==> config.mk <==
export PLATFORM = sky130hd
export DESIGN_NAME = hier_leaf_fifo_stage
export DESIGN_NICKNAME = d
export VERILOG_FILES = /design/src/rtl/hier_leaf_pkg.sv /design/src/rtl/hier_leaf_ptr.sv /design/src/rtl/hier_leaf_fifo_stage.sv
export SDC_FILE = /design/constraint.sdc
export NUM_CORES = 1
export LEC_CHECK = 0
export BUFFER_PORTS_ARGS = -buffer_cell sky130_fd_sc_hd__buf_4
export CORE_AREA = 2 2 81 83
export CTS_CLUSTER_DIAMETER = 80
export DETAILED_ROUTE_END_ITERATION = 12
export DIE_AREA = 0 0 83 85
export PLACE_DENSITY_LB_ADDON = 0.12
export SYNTH_ARGS = -nofsm -noshare
export SYNTH_HDL_FRONTEND = slang
export SYNTH_HIERARCHICAL = 1
export SYNTH_SLANG_ARGS = --single-unit
==> constraint.sdc <==
create_clock -name clk -period 5.15 [get_ports clk]
set_clock_uncertainty 0.1 [all_clocks]
set_input_delay 1.03 -clock clk [delete_from_list [all_inputs] [get_ports clk]]
set_output_delay 1.03 -clock clk [all_outputs]
set_load 0.01 [all_outputs]
==> src/rtl/hier_leaf_pkg.sv <==
// hier_leaf_pkg: shared defaults and helpers for the leaf FIFO stage.
//   LEAF_*_DEF  : default parameter values for instantiating parents.
//   clog2_plus1 : width needed to hold values 0..depth inclusive.
package hier_leaf_pkg;

    localparam int LEAF_WIDTH_DEF = 8;
    localparam int LEAF_DEPTH_DEF = 4;
    localparam int LEAF_CNT_W_DEF = 16;

    // Occupancy must represent DEPTH itself, hence depth+1 values.
    function automatic int clog2_plus1(input int depth);
        return $clog2(depth + 1);
    endfunction

endpackage

==> src/rtl/hier_leaf_ptr.sv <==
// hier_leaf_ptr: wrapping pointer register.
//   clk, rst : clock, async active-high reset
//   inc_i    : advance pointer by one (wraps at 2^PW)
//   clr_i    : synchronous clear to zero, wins over inc_i
//   ptr_o    : current pointer value
module hier_leaf_ptr #(
    parameter int PW = 2
) (
    input  logic          clk,
    input  logic          rst,
    input  logic          inc_i,
    input  logic          clr_i,
    output logic [PW-1:0] ptr_o
);

    logic [PW-1:0] ptr_q, ptr_d;

    always_comb begin
        ptr_d = ptr_q;
        if (clr_i)      ptr_d = '0;
        else if (inc_i) ptr_d = ptr_q + PW'(1);
    end

    always_ff @(posedge clk or posedge rst) begin
        if (rst) ptr_q <= '0;
        else     ptr_q <= ptr_d;
    end

    assign ptr_o = ptr_q;

endmodule

==> src/rtl/hier_leaf_fifo_stage.sv <==
// hier_leaf_fifo_stage: valid/ready FIFO leaf with occupancy, flush,
// wrapping transfer counter and sticky overflow flag.
//   clk, rst            : clock, async active-high reset
//   flush               : synchronous clear of contents (beats push/pop)
//   in_valid/in_ready   : producer handshake, in_data write word
//   out_valid/out_ready : consumer handshake, out_data head word
//   count               : current occupancy 0..DEPTH
//   xfer_cnt            : completed output transfers, wrapping
//   overflow            : sticky, in_valid seen while full
module hier_leaf_fifo_stage
    import hier_leaf_pkg::*;
#(
    parameter int WIDTH = LEAF_WIDTH_DEF,
    parameter int DEPTH = LEAF_DEPTH_DEF,
    parameter int CNT_W = LEAF_CNT_W_DEF
) (
    input  logic                          clk,
    input  logic                          rst,
    input  logic                          flush,
    input  logic                          in_valid,
    output logic                          in_ready,
    input  logic [WIDTH-1:0]              in_data,
    output logic                          out_valid,
    input  logic                          out_ready,
    output logic [WIDTH-1:0]              out_data,
    output logic [clog2_plus1(DEPTH)-1:0] count,
    output logic [CNT_W-1:0]              xfer_cnt,
    output logic                          overflow
);

    localparam int PW = $clog2(DEPTH);
    localparam int CW = clog2_plus1(DEPTH);

    logic [WIDTH-1:0] mem_q [DEPTH];
    logic [PW-1:0]    rd_ptr, wr_ptr;
    logic [CW-1:0]    count_q, count_d;
    logic [CNT_W-1:0] xfer_q, xfer_d;
    logic             ovf_q, ovf_d;
    logic             push, pop, push_en, pop_en;

    // Full refuses input even if a pop is pending: no full-FIFO bypass.
    assign in_ready  = (count_q != CW'(DEPTH));
    assign out_valid = (count_q != '0);
    assign push      = in_valid & in_ready;
    assign pop       = out_valid & out_ready;
    // Flush swallows this cycle's handshakes entirely.
    assign push_en   = push & ~flush;
    assign pop_en    = pop & ~flush;

    hier_leaf_ptr #(.PW(PW)) u_rd_ptr (
        .clk   (clk),
        .rst   (rst),
        .inc_i (pop_en),
        .clr_i (flush),
        .ptr_o (rd_ptr)
    );

    hier_leaf_ptr #(.PW(PW)) u_wr_ptr (
        .clk   (clk),
        .rst   (rst),
        .inc_i (push_en),
        .clr_i (flush),
        .ptr_o (wr_ptr)
    );

    always_comb begin
        count_d = count_q;
        if (flush) begin
            count_d = '0;
        end else begin
            case ({push_en, pop_en})
                2'b10:   count_d = count_q + CW'(1);
                2'b01:   count_d = count_q - CW'(1);
                default: count_d = count_q;
            endcase
        end
        xfer_d = xfer_q + CNT_W'(pop_en);
        ovf_d  = ovf_q | (in_valid & ~in_ready & ~flush);
    end

    always_ff @(posedge clk or posedge rst) begin
        if (rst) begin
            count_q <= '0;
            xfer_q  <= '0;
            ovf_q   <= 1'b0;
        end else begin
            count_q <= count_d;
            xfer_q  <= xfer_d;
            ovf_q   <= ovf_d;
        end
    end

    // Storage is deliberately left unreset; out_data is masked while empty.
    always_ff @(posedge clk) begin
        if (push_en) mem_q[wr_ptr] <= in_data;
    end

    assign out_data = out_valid ? mem_q[rd_ptr] : '0;
    assign count    = count_q;
    assign xfer_cnt = xfer_q;
    assign overflow = ovf_q;

endmodule

==> impl_metrics.yaml <==
route:
  vias: 1424
  viasPerCell: 5.014
  drtIter0Drc: 99
  wl_per_cell_um: 15.63
  postRouteAntennaNets: 0
  wl_mm: 4.439
  drt_pre_antenna_iters: 4
  drc_errors: 0
placement:
  post-place-ws_ns: 1.912
  io_buffers: 42
  place_hpwl_mm: 3.224
  placed_cells: 276
  place_congestion: 0.7117
worst_hold_path:
  holdCritPathClass: "register to register"
  hold_start: "overflow"
global_routing:
  gr-usage-met2_pct: 23.24
  use_met3_pct: 3.405
  grt_pass1_vias: 1526
  grt_max_degree: 21
  busiest_layer: "met2"
  grt-ovfl-total: 0
  grtUsageMet1_pct: 17.24
  track_usage_pct: 13.59
  grt_pass1_wl_mm: 7.521
  antenna_found_initial: 0
sta:
  setup_viol: 0
  finalHoldViolCount: 0
  holdWs_ns: 0.3906
  tns_ns: 0
  finalWorstSetupSlack_ns: 2.091
  rsz0062_at_grt: "no"
  drv_slew: 0
  slew_headroom_pct: 46.62
  timing.fmax_ghz: 0.3269
  worst_pin_slew_ns: 0.7978
  finalCritPeriodShare_pct: 59.40
  fin_crit_ns: 3.059
critical_path:
  r2r_slack_ns: 2.28
  required_ns: 4.02
  arrival_ns: 1.93
  path_class: "register to output port"
  cp-end-kind: "output port"
  r2r_start: "count[2]"
  crit_fanout: 11
  cp-startpoint: "u_rd_ptr/ptr_o[0]"
  start_kind: "register"
clock_network:
  cts_buffers: 5
  cts_buffer_depth: 2
  htree_levels: 2
  clock_sinks: 56
  cts_root_buf: "clkbuf_8"
  clk_pin_slew_worst_paths_ns: 0.09
  cts_tree: "yes"
  cts_setup_buffers: 0
  ctsResizeCount: 0
  clk_latency_ns: 0.30
  cts_hold_buf: 0
floorplanning:
  io_pins: 43
  initial_utilization_pct: 38.96
  die_area_um2: 7055
  die_h_um: 85
  coreArea_um2: 6205
  num_rows: 29
  die_w_um: 83
power_and_ir_drop:
  p_int_uw: 829.9
  powerDensity_nw_per_um2: 400.0
  total_leakage_power_uw: 0.001197
  power_frac_clock_pct: 23.5
  ir_drop_mv: 0.1581
  p_seq_share_pct: 49.1
  p_comb_share_pct: 27.4
  p_sw_share_pct: 28.75
  power_switching_uw: 334.9
logic_synthesis:
  synth.ff_latch_count: 56
  ys_warn_count: 6
  synth_cells: 160
  syn_area_um2: 2417
  yosysSeqAreaShare_pct: 64.60
  synth.distinct_cells: 37
  syn_nets: 177
  synth.avg_cell_area_um2: 15.11
layout:
  layout_common_cells: "43 x buf_4, 32 x edfxtp_1, 24 x dfrtp_1"
  fin_cells: 284
  final_common_cell: "buf_4"
  fillerInstances: 551
  syn2layout_area_growth_pct: 20.45
  nets: 223
  drive_gt1_share_pct: 30.43
  n_antenna_cell: 0
run_status:
  status: "finished clean"
flow_run:
  maxCapViolCount: 0
-- worst max-delay path, cell delays in order (launching register included) --
cell	delay, ns
dfrtp_1	0.75
mux4_2	0.57
and2_1	0.18
buf_4	0.14
-- flip-flops by register name, indices dropped and copies added, names as in the netlist --
| signal | cells |
|---|---|
| overflow | 1 |
| u_wr_ptr/ptr_o | 2 |
| xfer_cnt | 16 |
| count | 3 |
| mem_q | 32 |
| u_rd_ptr/ptr_o | 2 |
-- path summary, 6_finish.rpt --
check,end,depth (start not counted)
min in group asynchronous,u_wr_ptr/ptr_o[0],2
worst max register to register,xfer_cnt[12],9
worst max-delay path,out_data[2],3
worst min register to register,overflow,1
worst min-delay path,overflow,1
max in group asynchronous,count[1],2
-- Yosys cell counts --
master	number	area, µm²
edfxtp_1	32	960.9
nor4_1	2	12.51
and2_1	8	50.05
nand3_1	6	30.03
clkbuf_1	1	3.750
and4_1	1	8.760
a221o_1	1	10.01
a31o_2	1	8.760
nand2b_1	2	12.51
buf_2	1	5.000
o22ai_1	1	6.260
dfrtp_1	24	600.6
nand4_1	2	12.51
xnor2_1	11	96.34
inv_1	6	22.52
mux4_2	8	180.2
nand2_1	7	26.28
a21oi_1	1	5.000
mux2i_1	2	20.02
buf_6	2	22.52
nand2_4	1	11.26
xor2_2	1	16.27
a21oi_2	2	17.52
nand3b_1	2	15.01
ha_1	3	37.54
and3b_1	1	8.760
nor2_1	8	30.03
nor3_1	4	20.02
or3_1	1	6.260
and3_1	2	12.51
nor2b_1	4	25.02
xor2_1	6	52.55
mux2_1	1	11.26
a21boi_2	1	11.26
nor3b_1	1	7.510
a21bo_1	2	20.02
fa_1	1	20.02
-- metal layers --
metal	up-vias	part of all wire, %
li1	666	-
met1	722	44
met2	30	52
met3	6	3.2
met4	0	1.1
met5	-	0
-- per-stage QoR --
stage	total power (µW)	cell area (µm²)	util (%)
floorplan	766.1	2417	-
global placement	898.7	2805	45.21
detailed placement	909.4	2805	45.21
finish	1165	2912	46.92
CTS	1184	2912	46.92
global route	1243	2912	46.92
-- area by class of cell --
type / instances / area (µm²) / area share [%]
Clock buffer: 7 / 76.32 / 2.621
Clock inverter: 1 / 30.03 / 1.031
Inverter: 6 / 22.52 / 0.7735
Multi-Input combinational cell: 94 / 802.0 / 27.55
Sequential cell: 56 / 1562 / 53.63
Tap cell: 77 / 96.34 / 3.309
Timing Repair Buffer: 43 / 322.8 / 11.09
-- power groups by stage --
stage	sequential, µW	clock [µW]	combinational, µW
2_1_floorplan	575	0	191
3_3_place_gp	581	0	317
3_5_place_dp	583	0	326
4_1_cts	573	283	327
5_1_grt	581	308	354
6_report	572	274	319
-- cells by family (layout without fill, tap and decap cells) --
logic type | Yosys count | after routing | share of synthesized area (%)
adder cells (fa/ha/maj) | 4 | 4 | 2.381
XOR/XNOR | 18 | 18 | 6.832
AND/OR/NAND/NOR | 52 | 52 | 11.96
buffers and inverters | 10 | 57 | 2.225
AO/OA/AOI/OAI | 9 | 9 | 3.261
flip-flops | 56 | 56 | 64.60
multiplexers | 11 | 11 | 8.747
Power figures use the tool's default switching activity.
